File: src/rtl/pp_accumulator8.sv
// ============================================================================
// Module      : pp_accumulator8
// Description : Sequential 8x8 unsigned shift-and-add multiplier. It folds one
//               products8 partial-product row into a 16-bit product per clock.
//               Optional build macro: PPACC_ZERO_SKIP_EN (zero-operand bypass).
// Revision    : 1.0 - initial release
// ============================================================================
`default_nettype none

module products8 (
  input  logic [7:0] in1,
  input  logic       in2,
  output logic [7:0] pp
);

  genvar gi;
  generate
    for (gi = 0; gi < 8; gi++) begin : g_row
      assign pp[gi] = in1[gi] & in2;
    end
  endgenerate

endmodule

module pp_accumulator8 (
  input  logic        clk,
  input  logic        rst_n,
  input  logic        start,
  input  logic [7:0]  a,
  input  logic [7:0]  b,
  output logic        ready,
  output logic        busy,
  output logic        done,
  output logic [15:0] product
);

  // One-hot encoding lets each handshake output be a single state flop.
  typedef enum logic [2:0] {
    ST_IDLE = 3'b001,
    ST_RUN  = 3'b010,
    ST_DONE = 3'b100
  } state_t;

  localparam logic [2:0] c_last_iter = 3'd7;

  state_t      r_state;
  state_t      w_state_nxt;
  logic [7:0]  r_a;
  logic [15:0] r_p;
  logic [2:0]  r_cnt;
  logic [15:0] r_product;
  logic [7:0]  w_pp;
  logic [8:0]  w_sum9;
  logic [15:0] w_p_nxt;
  logic        w_accept;
  logic        w_zero_op;

  products8 u_products8 (
    .in1 (r_a),
    .in2 (r_p[0]),
    .pp  (w_pp)
  );

  assign w_sum9   = {1'b0, r_p[15:8]} + {1'b0, w_pp};
  assign w_p_nxt  = {w_sum9, r_p[7:1]};
  assign w_accept = (r_state == ST_IDLE) && start;

`ifdef PPACC_ZERO_SKIP_EN
  assign w_zero_op = (a == 8'd0) || (b == 8'd0);
`else
  assign w_zero_op = 1'b0;
`endif

  always_ff @(posedge clk or negedge rst_n) begin
    if (!rst_n) begin
      r_state <= ST_IDLE;
    end else begin
      r_state <= w_state_nxt;
    end
  end

  always_comb begin
    w_state_nxt = r_state;
    case (r_state)
      ST_IDLE: begin
        if (start) begin
          w_state_nxt = w_zero_op ? ST_DONE : ST_RUN;
        end
      end
      ST_RUN: begin
        if (r_cnt == c_last_iter) begin
          w_state_nxt = ST_DONE;
        end
      end
      ST_DONE: begin
        w_state_nxt = ST_IDLE;
      end
      default: begin
        w_state_nxt = ST_IDLE;
      end
    endcase
  end

  always_ff @(posedge clk or negedge rst_n) begin
    if (!rst_n) begin
      r_a       <= 8'd0;
      r_p       <= 16'd0;
      r_cnt     <= 3'd0;
      r_product <= 16'd0;
    end else begin
      if (w_accept) begin
        r_a   <= a;
        r_p   <= {8'd0, b};
        r_cnt <= 3'd0;
        if (w_zero_op) begin
          r_product <= 16'd0;
        end
      end else if (r_state == ST_RUN) begin
        r_p   <= w_p_nxt;
        r_cnt <= r_cnt + 3'd1;
        if (r_cnt == c_last_iter) begin
          r_product <= w_p_nxt;
        end
      end
    end
  end

  assign ready   = r_state[0];
  assign busy    = r_state[1];
  assign done    = r_state[2];
  assign product = r_product;

endmodule

`default_nettype wire

File: config.mk
export PLATFORM = sky130hd
export DESIGN_NAME = pp_accumulator8
export DESIGN_NICKNAME = d
export VERILOG_FILES = /design/src/rtl/pp_accumulator8.sv
export SDC_FILE = /design/constraint.sdc
export NUM_CORES = 1
export LEC_CHECK = 0
export ABC_AREA = 1
export ABC_CLOCK_PERIOD_IN_PS = 1630
export BUFFER_PORTS_ARGS = -buffer_cell sky130_fd_sc_hd__clkbuf_2
export CAP_MARGIN = 20
export CORE_MARGIN = 3
export CORE_UTILIZATION = 50
export CTS_CLUSTER_SIZE = 20
export DETAILED_ROUTE_END_ITERATION = 8
export HOLD_SLACK_MARGIN = 0.06
export PLACE_DENSITY = 0.8
export SLEW_MARGIN = 30
export SYNTH_ARGS = -nofsm -noshare
export SYNTH_HDL_FRONTEND = slang
export SYNTH_SLANG_ARGS = --single-unit
export TNS_END_PERCENT = 50
File: constraint.sdc
create_clock -name clk -period 1.63 [get_ports clk]
set_input_delay 0.326 -clock clk [delete_from_list [all_inputs] [get_ports clk]]
set_output_delay 0.326 -clock clk [all_outputs]
set_load 0.05 [all_outputs]
==> flow_metrics.py <==
metrics = {
    "logic_synthesis": {
        "ys_seq_area_share_pct": 49.8,
        "synth_cell_type_count": 29,
        "synth.area.top_cells": "dfrtp_1, nand2_1, ha_1",
        "synth_fp_nets": 299,
        "synth_top_cell_area_share_pct": 48.6,
        "syn_area_per_cell_um2": 8.60,
        "syn-cell-area_um2": 2310,
        "synth_top_area_cell": "dfrtp_1",
        "yosys_warnings": 0,
        "synthCells": 269,
        "ys_ff_latch": 46,
    },
    "finish": {
        "final_area_um2": 2870,
        "diodes": 0,
        "finalNetCount": 349,
        "nFillCells": 353,
        "drive_gt1_share_pct": 33.4,
        "area.growth.synth_to_final_pct": 24.1,
    },
    "route": {
        "wire_per_inst_um": 13.7,
        "vias": 1922,
        "finalWirelength_um": 5110,
        "drt_pass1_iterations": 4,
        "ant_nets": 0,
        "drc_errors": 0,
        "drt-initial-drc-count": 113,
        "avgViaCountPerCell": 5.17,
    },
    "setup_path": {
        "crit_path_top_delay_cell": "dfrtp_1",
        "crit_cells": 12,
        "critPathCaptureType": "register",
        "crit_family": "simple AND/OR/NAND/NOR gates",
        "crit_chain": "nand2_1, inv_2, ha_4, fa_2, nand2_2, nand2_4, nand3_2, nand2_2, nand2_2, nand2_2, nand2_1, nand2_1",
        "crit_type": "register to register",
        "timing.rr.start": "r_p[0]$_DFFE_PN0P_",
        "reg2reg_slack_ns": -0.09,
        "startpoint": "r_p[0]$_DFFE_PN0P_",
        "cp.arrival_ns": 1.92,
        "cp_slowest_stage_delay_ns": 0.42,
        "critPathLaunchType": "register",
        "cp.required_ns": 1.82,
        "path_max_fanout": 5,
        "reg2regPathDepth": 12,
        "path_common_cell": "nand2_2",
        "cp_num_buf_inv": 1,
        "r2r_end": "r_p[15]$_DFFE_PN0P_",
    },
    "floorplanning": {
        "die_y_um": 74.0,
        "core.rowCount": 24,
        "core_um2": 4410,
        "die-width_um": 74.0,
        "die_area_um2": 5480,
        "start_util_pct": 52.4,
        "io_pins": 38,
    },
    "pwr": {
        "p_leak_nw": 1.62,
        "comb_power_share_pct": 45.5,
        "powerDensity_nw_per_um2": 1610,
        "max-vdd-ir-drop_mv": 0.735,
        "netSwitchingPower_mw": 1.87,
        "p_seq_share_pct": 36.7,
        "power.internal_mw": 2.76,
        "swShare_pct": 40.4,
        "pwr-share-clk_pct": 17.9,
        "p_total_mw": 4.63,
    },
    "sta": {
        "min_period_ns": 1.72,
        "rsz0062_at_grt": "true",
        "setup_viol": 9,
        "fmax_mhz": 580,
        "worst_slew_pin_slew_ns": 0.283,
        "maxSlewViolCount": 0,
        "hold_viol_final": 0,
        "setup_slack_ns": -0.0929,
        "slew_headroom_pct": 81.1,
        "clock_skew_ns": 0.00690,
        "finalCritPeriodShare_pct": 106,
    },
    "place": {
        "gp_congestion": 0.803,
        "pre_cts_ws_ns": -0.121,
        "place_area_um2": 2610,
        "dp_hpwl_um": 3430,
        "port_buffers": 37,
    },
    "global_routing": {
        "first_global_vias": 1843,
        "antenna_found_initial": 0,
        "grt_overflow": 0,
        "grt_max_degree": 27,
        "grt_pass1_wl_um": 8560,
        "grt_use_total_pct": 20.4,
    },
    "clock_tree": {
        "root_buffer": "clkbuf_8",
        "cts.sinks": 46,
        "cts_tree": "built",
        "htreeDepth": 2,
        "clockBufferDepth": 2,
        "clkTransAtPathRegs_ns": 0.08,
        "clock_latency_ns": 0.30,
        "cts_buffers": 5,
    },
    "min_path": {
        "min_from": "a[4]",
        "holdCritPathClass": "primary input to register",
        "hold_depth": 3,
        "min_to": "r_a[4]$_DFFE_PN0P_",
    },
    "run_status": {
        "violations": "setup timing",
        "status": "finished with violations",
    },
    "flow_run": {
        "maxCapViolCount": 0,
    },
}
-- cells in the final DEF, fill, tap and decap left out, drive strengths merged --
| cell type | Yosys | routed |
|---|---|---|
| ha | 10 | 10 |
| clkinv | 0 | 2 |
| dfrtp | 45 | 45 |
| bufinv | 0 | 1 |
| fa | 1 | 1 |
| or2 | 1 | 1 |
| xor2 | 1 | 1 |
| nand2 | 101 | 101 |
| inv | 34 | 34 |
| o211ai | 1 | 1 |
| a21oi | 3 | 3 |
| nand3b | 2 | 2 |
| dfstp | 1 | 1 |
| nand3 | 18 | 18 |
| o21ai | 34 | 34 |
| nor2 | 7 | 7 |
| xnor2 | 1 | 1 |
| clkbuf | 1 | 42 |
| buf | 7 | 13 |
| dlygate4sd3 | 0 | 1 |
| a21o | 1 | 1 |
-- cells in the mapped netlist (all sizes together) --
| cell type | instances |
|---|---|
| o211ai | 1 |
| nand3b | 2 |
| a21o | 1 |
| nand3 | 18 |
| a21oi | 3 |
| clkbuf | 1 |
| xor2 | 1 |
| xnor2 | 1 |
| dfstp | 1 |
| or2 | 1 |
| inv | 34 |
| nand2 | 101 |
| buf | 7 |
| o21ai | 34 |
| ha | 10 |
| dfrtp | 45 |
| nor2 | 7 |
| fa | 1 |
-- state kept, by name (all words and copies together), names as in the netlist --
signal	flops
product	16
r_p	16
r_a	8
r_cnt	3
r_state	3
-- final cells by class --
type	instances	area (um^2)	area share [%]
Clock inverter	3	40.0	1.39
Tap cell	52	65.1	2.27
Timing Repair Buffer	51	305	10.6
Sequential cell	46	1150	40.1
Inverter	34	133	4.62
Multi-Input combinational cell	181	1110	38.6
Clock buffer	5	68.8	2.40
-- per-stage QoR --
step                cells  utilization, %  hold slack (ns)  setup TNS (ns)
floorplan             269               -           0.0304          -0.181
global placement      361            59.0            0.217          -0.186
detailed placement    361            59.0            0.217          -0.588
CTS                   372            63.9            0.209          -0.135
global route          372            65.1            0.213           -1.62
finish                372            65.1            0.214          -0.494
-- worst max-delay path by stage --
stage | to
after global routing | product[14]$_DFFE_PN0P_
after detailed placement | r_p[15]$_DFFE_PN0P_
after CTS | r_p[15]$_DFFE_PN0P_
after floorplan | r_p[15]$_DFFE_PN0P_
after global placement | product[15]$_DFFE_PN0P_
final | r_p[15]$_DFFE_PN0P_
-- metal layers --
metal	GRT usage, %	vias up	share of wire (%)
met4	7.04	0	2.0
met1	26.6	902	42
met3	4.19	9	5.2
met5	0	-	0
li1	-	946	-
met2	34.1	65	51
-- power groups by stage --
stage          logic, mW  clock network [mW]  registers [mW]
2_1_floorplan       1.20                   0            1.76
3_3_place_gp        1.73                   0            1.67
3_5_place_dp        1.77                   0            1.69
4_1_cts             1.96               0.840            1.69
5_1_grt             2.35               0.896            1.74
6_report            2.11               0.829            1.70
-- worst reg2reg max path: stages (launching register included) --
cell and delay [ns]:
dfrtp_1 0.42, nand2_1 0.09, inv_2 0.05, ha_4 0.16
fa_2 0.37, nand2_2 0.10, nand2_4 0.06, nand3_2 0.08
nand2_2 0.06, nand2_2 0.08, nand2_2 0.05, nand2_1 0.06
nand2_1 0.05
-- logic make-up (layout without fill, tap and decap cells) --
| family | count (synthesis) | in the layout | synth area share [%] |
|---|---|---|---|
| xor gates and xnor gates | 2 | 2 | 0.757 |
| adders and majority gates | 11 | 11 | 6.27 |
| buffers and inverters | 42 | 93 | 8.22 |
| and+or+nand+nor | 129 | 129 | 24.5 |
| DFF | 46 | 46 | 49.8 |
| AOI/OAI and AO/OA | 39 | 39 | 10.4 |
-- repair_timing --
| action | CTS | global route |
|---|---|---|
| pin swaps | 6 | 7 |
| hold buffers | 1 | 0 |
| resized for setup | 13 | 12 |
| endpoints found under the setup margin | 10 | 18 |
| setup buffers | 2 | 0 |
| hold endpoints to repair | 8 | 0 |
Power figures use the tool's default switching activity.
